==> src/rtl/ex_muldiv_unit_pkg.sv <==
// ex_muldiv_unit_pkg: shared types, constants and op helpers for the RV32M mul/div unit
package ex_muldiv_unit_pkg;
   localparam int XLEN = 32;
   localparam int CNT_W = 5;
   localparam logic [6:0] OPCODE_OP = 7'b0110011;
   localparam logic [6:0] FUNCT7_MULDIV = 7'b0000001;
   typedef enum logic [2:0] {
      OP_MUL    = 3'b000,
      OP_MULH   = 3'b001,
      OP_MULHSU = 3'b010,
      OP_MULHU  = 3'b011,
      OP_DIV    = 3'b100,
      OP_DIVU   = 3'b101,
      OP_REM    = 3'b110,
      OP_REMU   = 3'b111
   } muldiv_op_e;
   typedef enum logic [1:0] {IDLE, CALC, DONE} muldiv_state_e;
   function automatic logic is_div(muldiv_op_e op);
      return op inside {OP_DIV, OP_DIVU, OP_REM, OP_REMU};
   endfunction
   function automatic logic is_rem(muldiv_op_e op);
      return op inside {OP_REM, OP_REMU};
   endfunction
endpackage

==> src/rtl/ex_muldiv_unit_if.sv <==
// ex_muldiv_unit_if: ID/EX request and EX/MEM result bundle of the mul/div unit
interface ex_muldiv_unit_if;
   import ex_muldiv_unit_pkg::*;
   logic valid_i;
   logic [31:0] instruction_i;
   logic [XLEN-1:0] rs1_data_i;
   logic [XLEN-1:0] rs2_data_i;
   logic [4:0] rd_addr_i;
   logic flush_i;
   logic stall_o;
   logic busy_o;
   logic done_o;
   logic [XLEN-1:0] result_o;
   logic [4:0] rd_addr_o;
   modport master (
      output valid_i, instruction_i, rs1_data_i, rs2_data_i, rd_addr_i, flush_i,
      input stall_o, busy_o, done_o, result_o, rd_addr_o
   );
   modport slave (
      input valid_i, instruction_i, rs1_data_i, rs2_data_i, rd_addr_i, flush_i,
      output stall_o, busy_o, done_o, result_o, rd_addr_o
   );
endinterface

==> src/rtl/ex_muldiv_unit_datapath.sv <==
// ex_muldiv_unit_datapath: radix-2 shift-add/shift-subtract engine with sign fixup and special cases
module ex_muldiv_unit_datapath
   import ex_muldiv_unit_pkg::*;
(
   input logic clk,
   input logic rst,
   input logic start_i,
   input logic step_i,
   input muldiv_op_e op_i,
   input logic [XLEN-1:0] rs1_i,
   input logic [XLEN-1:0] rs2_i,
   output logic special_o,
   output logic [XLEN-1:0] special_res_o,
   output logic [XLEN-1:0] result_o
);
   muldiv_op_e op_q, op_d;
   logic [XLEN-1:0] a_q, a_d;
   logic [2*XLEN-1:0] acc_q, acc_d;
   logic neg_p_q, neg_p_d, neg_r_q, neg_r_d;
   logic s1, s2, sdiv, ge;
   logic [XLEN-1:0] mag1, mag2, dif, quo, rem;
   logic [XLEN:0] sum, hi;
   logic [2*XLEN-1:0] nxt, prod;
   // operand signs, magnitudes and the divide-by-zero / overflow shortcut
   always_comb begin
      sdiv = op_i inside {OP_DIV, OP_REM};
      s1 = rs1_i[XLEN-1] & (op_i inside {OP_MUL, OP_MULH, OP_MULHSU, OP_DIV, OP_REM});
      s2 = rs2_i[XLEN-1] & (op_i inside {OP_MUL, OP_MULH, OP_DIV, OP_REM});
      mag1 = s1 ? -rs1_i : rs1_i;
      mag2 = s2 ? -rs2_i : rs2_i;
      special_o = is_div(op_i) & ((rs2_i == '0) | (sdiv & rs1_i == {1'b1, {(XLEN-1){1'b0}}} & rs2_i == '1));
      special_res_o = rs2_i == '0 ? (is_rem(op_i) ? rs1_i : '1) : (is_rem(op_i) ? '0 : rs1_i);
   end
   // one iteration step; the result is formed from the post-step value so it is ready on the last step
   always_comb begin
      sum = {1'b0, acc_q[2*XLEN-1:XLEN]} + (acc_q[0] ? {1'b0, a_q} : '0);
      hi = {acc_q[2*XLEN-1:XLEN], acc_q[XLEN-1]};
      ge = hi >= {1'b0, a_q};
      dif = hi[XLEN-1:0] - a_q;
      nxt = is_div(op_q) ? {ge ? dif : hi[XLEN-1:0], acc_q[XLEN-2:0], ge} : {sum, acc_q[XLEN-1:1]};
      prod = neg_p_q ? -nxt : nxt;
      quo = neg_p_q ? -nxt[XLEN-1:0] : nxt[XLEN-1:0];
      rem = neg_r_q ? -nxt[2*XLEN-1:XLEN] : nxt[2*XLEN-1:XLEN];
      result_o = op_q == OP_MUL ? prod[XLEN-1:0] : !is_div(op_q) ? prod[2*XLEN-1:XLEN] : is_rem(op_q) ? rem : quo;
      op_d = start_i ? op_i : op_q;
      a_d = start_i ? (is_div(op_i) ? mag2 : mag1) : a_q;
      acc_d = start_i ? {{XLEN{1'b0}}, is_div(op_i) ? mag1 : mag2} : step_i ? nxt : acc_q;
      neg_p_d = start_i ? s1 ^ s2 : neg_p_q;
      neg_r_d = start_i ? s1 : neg_r_q;
   end
   // operand, accumulator and sign-flag registers
   always_ff @(posedge clk)
      if (rst) begin
         op_q <= OP_MUL;
         a_q <= '0;
         acc_q <= '0;
         neg_p_q <= 1'b0;
         neg_r_q <= 1'b0;
      end else begin
         op_q <= op_d;
         a_q <= a_d;
         acc_q <= acc_d;
         neg_p_q <= neg_p_d;
         neg_r_q <= neg_r_d;
      end
endmodule

==> src/rtl/ex_muldiv_unit.sv <==
// ex_muldiv_unit: iterative RV32M multiply/divide unit with pipeline stall control
module ex_muldiv_unit
   import ex_muldiv_unit_pkg::*;
(
   input logic clk,
   input logic rst,
   ex_muldiv_unit_if.slave bus
);
   muldiv_state_e state_q, state_d;
   logic [CNT_W-1:0] cnt_q, cnt_d;
   logic done_q, done_d;
   logic [XLEN-1:0] result_q, result_d;
   logic [4:0] rd_q, rd_d, rd_lat_q, rd_lat_d;
   logic req, start, step, special, unused_bits;
   logic [XLEN-1:0] special_res, dp_result;
   muldiv_op_e op;
   assign req = bus.valid_i & bus.instruction_i[6:0] == OPCODE_OP & bus.instruction_i[31:25] == FUNCT7_MULDIV;
   assign op = muldiv_op_e'(bus.instruction_i[14:12]);
   assign start = !bus.flush_i & state_q == IDLE & req & !special;
   assign step = state_q == CALC;
   assign unused_bits = ^{bus.instruction_i[24:15], bus.instruction_i[11:7]};
   assign bus.stall_o = !bus.flush_i & ((state_q == IDLE & req) | state_q == CALC);
   assign bus.busy_o = state_q != IDLE;
   assign bus.done_o = done_q;
   assign bus.result_o = result_q;
   assign bus.rd_addr_o = rd_q;
   ex_muldiv_unit_datapath u_dp (
      .clk(clk),
      .rst(rst),
      .start_i(start),
      .step_i(step),
      .op_i(op),
      .rs1_i(bus.rs1_data_i),
      .rs2_i(bus.rs2_data_i),
      .special_o(special),
      .special_res_o(special_res),
      .result_o(dp_result)
   );
   // next state: accept in IDLE, iterate 32 steps in CALC, one-cycle DONE; flush squashes anything
   always_comb begin
      state_d = state_q;
      cnt_d = cnt_q;
      done_d = 1'b0;
      result_d = result_q;
      rd_d = rd_q;
      rd_lat_d = rd_lat_q;
      if (bus.flush_i)
         state_d = IDLE;
      else
         case (state_q)
            IDLE: if (req) begin
               state_d = special ? DONE : CALC;
               done_d = special;
               result_d = special ? special_res : result_q;
               rd_d = special ? bus.rd_addr_i : rd_q;
               rd_lat_d = bus.rd_addr_i;
               cnt_d = '0;
            end
            CALC: begin
               cnt_d = cnt_q + 1'b1;
               state_d = &cnt_q ? DONE : CALC;
               done_d = &cnt_q;
               result_d = &cnt_q ? dp_result : result_q;
               rd_d = &cnt_q ? rd_lat_q : rd_q;
            end
            default: state_d = IDLE;
         endcase
   end
   // FSM, counter and registered outputs
   always_ff @(posedge clk)
      if (rst) begin
         state_q <= IDLE;
         cnt_q <= '0;
         done_q <= 1'b0;
         result_q <= '0;
         rd_q <= '0;
         rd_lat_q <= '0;
      end else begin
         state_q <= state_d;
         cnt_q <= cnt_d;
         done_q <= done_d;
         result_q <= result_d;
         rd_q <= rd_d;
         rd_lat_q <= rd_lat_d;
      end
endmodule
==> src/flat_wrapper.sv <==
// flat-port wrapper written by rule: the top's interface ports become plain ports
module ex_muldiv_unit_flat import ex_muldiv_unit_pkg::*;
  (clk, rst, bus_valid_i, bus_instruction_i, bus_rs1_data_i, bus_rs2_data_i, bus_rd_addr_i, bus_flush_i, bus_stall_o, bus_busy_o, bus_done_o, bus_result_o, bus_rd_addr_o);
  ex_muldiv_unit_if bus_i ();
  input logic clk;
  input logic rst;
  input wire logic [$bits(bus_i.valid_i)-1:0] bus_valid_i;
  input wire logic [$bits(bus_i.instruction_i)-1:0] bus_instruction_i;
  input wire logic [$bits(bus_i.rs1_data_i)-1:0] bus_rs1_data_i;
  input wire logic [$bits(bus_i.rs2_data_i)-1:0] bus_rs2_data_i;
  input wire logic [$bits(bus_i.rd_addr_i)-1:0] bus_rd_addr_i;
  input wire logic [$bits(bus_i.flush_i)-1:0] bus_flush_i;
  output wire logic [$bits(bus_i.stall_o)-1:0] bus_stall_o;
  output wire logic [$bits(bus_i.busy_o)-1:0] bus_busy_o;
  output wire logic [$bits(bus_i.done_o)-1:0] bus_done_o;
  output wire logic [$bits(bus_i.result_o)-1:0] bus_result_o;
  output wire logic [$bits(bus_i.rd_addr_o)-1:0] bus_rd_addr_o;
  assign bus_i.valid_i = bus_valid_i;
  assign bus_i.instruction_i = bus_instruction_i;
  assign bus_i.rs1_data_i = bus_rs1_data_i;
  assign bus_i.rs2_data_i = bus_rs2_data_i;
  assign bus_i.rd_addr_i = bus_rd_addr_i;
  assign bus_i.flush_i = bus_flush_i;
  assign bus_stall_o = bus_i.stall_o;
  assign bus_busy_o = bus_i.busy_o;
  assign bus_done_o = bus_i.done_o;
  assign bus_result_o = bus_i.result_o;
  assign bus_rd_addr_o = bus_i.rd_addr_o;
  ex_muldiv_unit u_core (.clk(clk), .rst(rst), .bus(bus_i));
endmodule
==> config.mk <==
export PLATFORM = sky130hd
export DESIGN_NAME = ex_muldiv_unit_flat
export DESIGN_NICKNAME = d
export VERILOG_FILES = /design/src/rtl/ex_muldiv_unit_pkg.sv /design/src/rtl/ex_muldiv_unit_if.sv /design/src/rtl/ex_muldiv_unit_datapath.sv /design/src/rtl/ex_muldiv_unit.sv /design/src/flat_wrapper.sv
export SDC_FILE = /design/constraint.sdc
export NUM_CORES = 1
export LEC_CHECK = 0
export ABC_AREA = 0
export CORE_MARGIN = 8
export CORE_UTILIZATION = 55
export CTS_CLUSTER_SIZE = 25
export DETAILED_ROUTE_END_ITERATION = 10
export PLACE_DENSITY = 0.76
export SLEW_MARGIN = 20
export SYNTH_ARGS = -nofsm -noshare
export SYNTH_HDL_FRONTEND = slang
export SYNTH_HIERARCHICAL = 1
export SYNTH_SLANG_ARGS = --single-unit
==> constraint.sdc <==
create_clock -name clk -period 14.7 [get_ports clk]
set_clock_uncertainty 0.1 [all_clocks]
set_input_delay 2.94 -clock clk [delete_from_list [all_inputs] [get_ports clk]]
set_output_delay 2.94 -clock clk [all_outputs]
set_load 0.02 [all_outputs]
==> results of run 1 <==
[cell type report]
cell class | instances | area, sq um | area share, %
multi-input combinational | 2004 | 13300 | 69.1
sequential | 151 | 3030 | 15.7
clock inverter | 15 | 200 | 1.04
tap | 402 | 503 | 2.61
inverter | 64 | 240 | 1.25
timing repair buffer | 165 | 1550 | 8.07
clock buffer | 17 | 425 | 2.21
[worst paths after layout]
path | from | endpoint | slack (ns) | depth (start not counted)
setup reg to reg | u_core/u_dp/acc_q[0] | u_core/bus.result_o[29] | 7.56 | 18
hold reg to reg | u_core/rd_lat_q[0] | u_core/rd_lat_q[0] | 0.38 | 2
setup / recovery | bus_instruction_i[5] | bus_stall_o | 6.36 | 7
hold / removal | u_core/rd_lat_q[0] | u_core/rd_lat_q[0] | 0.38 | 2
[routing by layer]
| layer | up-vias | wire length (microns) |
|---|---|---|
| li1 | 8870 | - |
| met1 | 9057 | 27500 |
| met2 | 1050 | 31000 |
| met3 | 206 | 6000 |
| met4 | 0 | 4080 |
| met5 | - | 0 |
[critical path: stages]
cell and delay (ns):
clkdlybuf4s50_1 0.46, nor4bb_1 0.31, and3_1 0.21, buf_4 0.41, a21oi_1 0.21, nor2_1 0.12, clkdlybuf4s50_1 0.62
[logic make-up (layout without fill, tap and decap cells)]
family,after synthesis,after routing,share of synthesized area [%]
DFF,151,151,17.4
and+or+nand+nor,861,861,24.0
muxes,139,139,8.13
xor gates and xnor gates,167,167,8.42
buffers and inverters,245,261,6.14
adders and majority gates,73,73,5.34
AOI/OAI and AO/OA,764,764,30.5
[flip-flops by register name, summed over array words and instances (netlist names), 2 cells and up]
name and cells:
u_core/u_dp/a_q 32, u_core/bus.result_o 32, u_core/state_q 2, u_core/rd_lat_q 5, u_core/cnt_q 5, u_core/bus.rd_addr_o 5
u_core/u_dp/acc_q 64, u_core/u_dp/op_q 3
[through the flow]
| step | cells | worst slack [ns] | util (%) | cell area [sq um] |
|---|---|---|---|---|
| 2_1_floorplan | 2400 | 7.64 | - | 17400 |
| 3_3_place_gp | 2786 | 6.33 | 59.5 | 18600 |
| 3_5_place_dp | 2786 | 6.37 | 59.5 | 18600 |
| 4_1_cts | 2818 | 6.36 | 61.5 | 19200 |
| 5_1_grt | 2818 | 6.11 | 61.5 | 19300 |
| 6_report | 2818 | 6.36 | 61.5 | 19300 |
[power by group through the flow]
stage,combinational [mW],sequential (mW),clock (mW)
finish,0.137,0.408,0.474
floorplan,0.0675,0.418,0
CTS,0.133,0.408,0.476
detailed placement,0.133,0.418,0
global placement,0.131,0.418,0
global route,0.143,0.408,0.492
[cells in the final DEF (no fill, tap or decap), types with 8 or more instances in the layout]
cell             count
xnor2_1             98
or2_2               11
clkinv_8             8
nand4_1             40
o211ai_1            23
a21boi_0            12
and3_1              17
a21o_1              25
nor2_1             292
buf_4               37
a211o_1              9
nor2b_1             18
xor2_1              69
clkbuf_16           17
ha_1                71
mux2i_1            122
nor3_1              60
or3_1               27
inv_1               62
o41ai_1             11
o21ai_0            129
o21a_1              43
a31oi_1             29
nor4_1              35
or4_1               15
o311ai_0             8
a211oi_1           114
and2_1              43
a22oi_1             11
o31ai_1             26
nand2_1            196
o221ai_1            10
mux2_2              16
nand3_1             37
a211oi_2            31
dfxtp_1            149
clkdlybuf4s50_1    127
nand2b_1            30
a21oi_1            195
==> out/results.txt, run 1 <==
Rel. slew slack -> 30.1%
HPWL Detailed -> 52.8 mm
Routed WL -> 68.6 mm
Die Height -> 194 microns
FMAX -> 120 MHz
Met1 GRT Util -> 44.6%
Post-CTS setup buffer count -> 0
Clock latency on the worst-skew pair -> 0.46 ns
Pin count of the biggest net entering global routing -> 95
Final Critical Period -> 8.34 ns
Worst-Margin Slew -> 1.02 ns
Synth area leaders -> dfxtp_1 (17%), mux2i_1 (7.0%), nor2_1 (6.3%)
Num CTS Buffers -> 17
Area of the mapped netlist -> 17400 sq um
Syn avg cell area -> 7.24 sq um
Main synth FF type -> dfxtp_1
Row count -> 65
Clk slew on worst S/H paths -> 0.08 ns
Synth Warn # -> 6
Fillers -> 2892
1st-iter DRT viols -> 2466
Min-delay worst type -> register to register
CTS tree -> yes
Most frequent cell after synthesis -> nor2_1
GR Util met2 -> 56.1%
Layout area overhead -> 10.8%
Crit path capture type -> primary output
Total power after layout -> 1.02 mW
Vias -> 19200
Routability Congestion -> 0.996
# port buffers -> 129
CP Data Required Time -> 11.66 ns
Switching power -> 0.326 mW
GR Util met3 -> 4.95%
Post-synthesis instance total -> 2400
Tcrit/Tclk final -> 56.7%
Syn nets -> 2578
Post-synth top cells -> nor2_1 (292), a21oi_1 (196), nand2_1 (196), dfxtp_1 (151), clkbuf_1 (130)
Global-route usage over all layers -> 34.9%
Die ar. -> 37500 sq um
Die width -> 194 microns
Vias per cell -> 6.81
I/O Pins -> 145
Starting density of the core -> 55.5%
Pwr Density -> 52.9 nW/um^2
Area leader, netlist -> dfxtp_1
Register area share after synthesis -> 17.4%
Number of global-route vias before repair -> 17800
Leak pwr -> 7.07 nW
EDFF count, synth -> 0
1st-pass router iterations -> 8
Nets@finish -> 2581
# resized after CTS -> 0
RSZ-0062 raised after global routing -> false
Core area -> 31300 sq um
Overflow after GRT -> 0
Worst Path Max Fanout -> 45
Root Buffer -> clkbuf_16
Antenna diodes -> 0
Top-area cell type share of the netlist area -> 17.4%
Seq pwr share -> 40.1%
Clock power share -> 46.5%
FF+latch count, synth -> 151
Share of flip-flops with an asynchronous set or reset -> 0%
Gate power share -> 13.4%
Final Max Slew Viols -> 0
Clk buf depth -> 2
Global-route wire length before repair -> 105 mm
Final hold violation count -> 0
Status -> complete, no violations
Initial antenna violation count -> 1
Avg WL per Cell -> 24.3 microns
Peak VDD IR -> 72.3 uV
ANT nets after route -> 0
CTS Hold Buffers Added -> 0
Switching power share of the total -> 32.0%
Crit Path Class -> primary input to primary output
Cell Int Power -> 0.693 mW
H-Tree Depth -> 4
Max-cap violation count -> 0
Final Setup Violations -> 0
Hold slack -> 0.379 ns
Share of layout cells above drive strength 1 -> 6.83%
# DRC -> 0
Setup TNS -> 0 ns
Startpoint Class -> primary input
CTS Sinks -> 151
Busiest grt layer -> met2
Count of different cell masters after synthesis -> 95
Arrival time at the worst endpoint -> 5.30 ns
(Power assumes the default switching activity.)
==> run 2: changes to the inputs <==
==> constraint.sdc (replaced) <==
create_clock -name clk -period 8.2 [get_ports clk]
set_clock_uncertainty 0.1 [all_clocks]
set_input_delay 1.64 -clock clk [delete_from_list [all_inputs] [get_ports clk]]
set_output_delay 1.64 -clock clk [all_outputs]
set_load 0.02 [all_outputs]
==> run 2 against run 1 <==
  * Setup slack got worse by 5.0 ns
  * First-iteration DRC count decreased by 15%
  * Count of clock-buffer cells in the layout is the same
  * Non-clock buffer count decreased by 2
  * Register-to-register slack got worse by 6.2 ns
  * Clock power is 78% higher
  * Combinational power is 76% higher
  * Via count down 1.1%
  * Worst hold slack worse by 0.0011 ns
  * Routed wire length fell by 0.84%
  * Sequential cell count is the same
  * Cell count barely moved
  * Largest cell class unchanged
  * Highest routed layer is now met5
==> out/results.txt, run 2 (same netlist as run 1, synthesis figures left out) <==
Final Critical Period -> 6.86 ns
CP Data Required Time -> 8.46 ns
Cell Int Power -> 1.27 mW
Commonest non-fill, non-tap cells in the layout -> nor2_1 (292), nand2_1 (196), a21oi_1 (195), dfxtp_1 (149), o21ai_0 (129)
Worst Path Max Fanout -> 31
# port buffers -> 129
Root Buffer -> clkbuf_16
Most common cell after layout, fill and taps aside -> nor2_1
Leak pwr -> 7.07 nW
Clock latency on the worst-skew pair -> 0.46 ns
1st-iter DRT viols -> 2099
Routed WL -> 68.0 mm
RSZ-0062 raised after global routing -> false
Final Setup Violations -> 0
Gate power share -> 13.3%
Row count -> 65
Pin count of the biggest net entering global routing -> 93
Nets@finish -> 2579
End of the worst hold path -> u_core/rd_lat_q[2]
Area of placed instances -> 18600 sq um
Slowest CP cell -> o41ai_1
Share of layout cells above drive strength 1 -> 6.75%
# DRC -> 0
CTS Hold Buffers Added -> 0
Final hold violation count -> 0
Max reg flops -> 64
Final Max Slew Viols -> 0
Routability Congestion -> 1.03
Pwr Density -> 94.4 nW/um^2
Status -> complete, no violations
R2R setup slack -> 1.34 ns
Hold path startpoint -> u_core/rd_lat_q[2]
Rel. slew slack -> 25.3%
Crit Path Class -> register to register
Antenna diodes -> 0
Cell family with most CP delay -> compound AO/OA/AOI/OAI gates
Global-route wire length before repair -> 104 mm
Avg WL per Cell -> 24.2 microns
Total power after layout -> 1.82 mW
Final instance area -> 19200 sq um
Number of global-route vias before repair -> 17900
CTS tree -> yes
FMAX -> 146 MHz
Max-cap violation count -> 0
I/O Pins -> 145
1st-pass router iterations -> 9
CTS Sinks -> 151
Fillers -> 2884
Startpoint Class -> register
Vias per cell -> 6.74
Crit path capture type -> register
Seq pwr share -> 40.3%
Post-CTS setup buffer count -> 0
Switching power -> 0.548 mW
Die ar. -> 37500 sq um
Worst r2r path cells -> 17
Min-delay worst type -> register to register
Layout area overhead -> 10.8%
Switching power share of the total -> 30.2%
Global-route usage over all layers -> 34.6%
Vias -> 19000
Die Height -> 194 microns
Setup TNS -> 0 ns
Crit path cell chain -> buf_4 > and2_1 > ha_1 > a21oi_1 > inv_1 > o41ai_1 > a2111oi_0 > nor3_1 > xnor2_1 > o221ai_1 > nand4b_1 > nor4_1 > a21oi_1 > o21bai_1 > nor4_1 > mux2i_1 > a211oi_1
R2r endpoint -> u_core/bus.result_o[29]
Initial antenna violation count -> 2
Arrival time at the worst endpoint -> 7.12 ns
# resized after CTS -> 0
H-Tree Depth -> 4
Tcrit/Tclk final -> 83.6%
HPWL Detailed -> 52.5 mm
Crit path buf inv count -> 2
Worst-Margin Slew -> 1.11 ns
Clk slew on worst S/H paths -> 0.08 ns
Clk buf depth -> 2
Peak VDD IR -> 89.2 uV
ANT nets after route -> 0
Die width -> 194 microns
Num CTS Buffers -> 17
Worst flop-to-flop path startpoint -> u_core/u_dp/acc_q[0]
Clock power share -> 46.4%
Overflow after GRT -> 0
Worst hold stages -> 2
Biggest register -> u_core/u_dp/acc_q
Core area -> 31300 sq um
Starting density of the core -> 55.5%
Worst path max stage delay -> 0.94 ns
run 2: cell types whose count changed in the layout (fill, tap and decap cells not counted), sizes merged:
| cell | change |
|---|---|
| buf | -2 |
| clkinv | -3 |
| bufinv | +1 |
| inv | +2 |
run 2: metal layers:
metal / track usage, % / vias to the layer above / routed length (microns)
li1: - / 8851 / -
met1: 42.2 / 8950 / 27600
met2: 57.5 / 966 / 31100
met3: 5.76 / 202 / 5300
met4: 18.9 / 4 / 4030
met5: 0 / - / 25
run 2: worst max path at each step:
stage	start	end	slack, ns	depth (start not counted)
2_1_floorplan	u_core/u_dp/op_q[2]	u_core/bus.result_o[24]	2.83	19
3_3_place_gp	bus_rs2_data_i[2]	u_core/bus.result_o[29]	1.58	15
3_5_place_dp	bus_rs2_data_i[2]	u_core/bus.result_o[29]	1.44	15
4_1_cts	u_core/u_dp/acc_q[0]	u_core/bus.result_o[29]	1.70	17
5_1_grt	u_core/u_dp/acc_q[0]	u_core/bus.result_o[29]	1.14	17
6_report	u_core/u_dp/acc_q[0]	u_core/bus.result_o[29]	1.34	17
run 2: layout make-up:
type / count / area, sq um / share of cell area (%)
Clock buffer: 17 / 425 / 2.21
Clock inverter: 15 / 201 / 1.05
Inverter: 64 / 240 / 1.25
Multi-Input combinational cell: 2004 / 13300 / 69.1
Sequential cell: 151 / 3030 / 15.7
Tap cell: 402 / 503 / 2.61
Timing Repair Buffer: 163 / 1540 / 8.00
run 2: stage by stage:
| stage | hold WS (ns) | std cells | util [%] | setup slack, ns |
|---|---|---|---|---|
| 2_1_floorplan | 0.349 | 2400 | - | 2.83 |
| 3_3_place_gp | 0.356 | 2784 | 59.4 | 1.58 |
| 3_5_place_dp | 0.369 | 2784 | 59.4 | 1.44 |
| 4_1_cts | 0.379 | 2816 | 61.4 | 1.70 |
| 5_1_grt | 0.405 | 2816 | 61.4 | 1.14 |
| 6_report | 0.378 | 2816 | 61.4 | 1.34 |
run 2: worst register-to-register path, delay by kind of cell, from the launching register on:
family	cells	cell delay (ns)
buffers and inverters	2	0.47
xor gates and xnor gates	1	0.20
muxes	1	0.17
DFF	1	0.45
adders and majority gates	1	0.28
and+or+nand+nor	5	2.39
AOI/OAI and AO/OA	7	2.72
run 2: power groups by stage:
stage / logic (mW) / clock network (mW) / registers, mW
CTS: 0.235 / 0.848 / 0.732
global route: 0.254 / 0.878 / 0.732
floorplan: 0.121 / 0 / 0.750
global placement: 0.231 / 0 / 0.749
finish: 0.241 / 0.842 / 0.732
detailed placement: 0.234 / 0 / 0.749
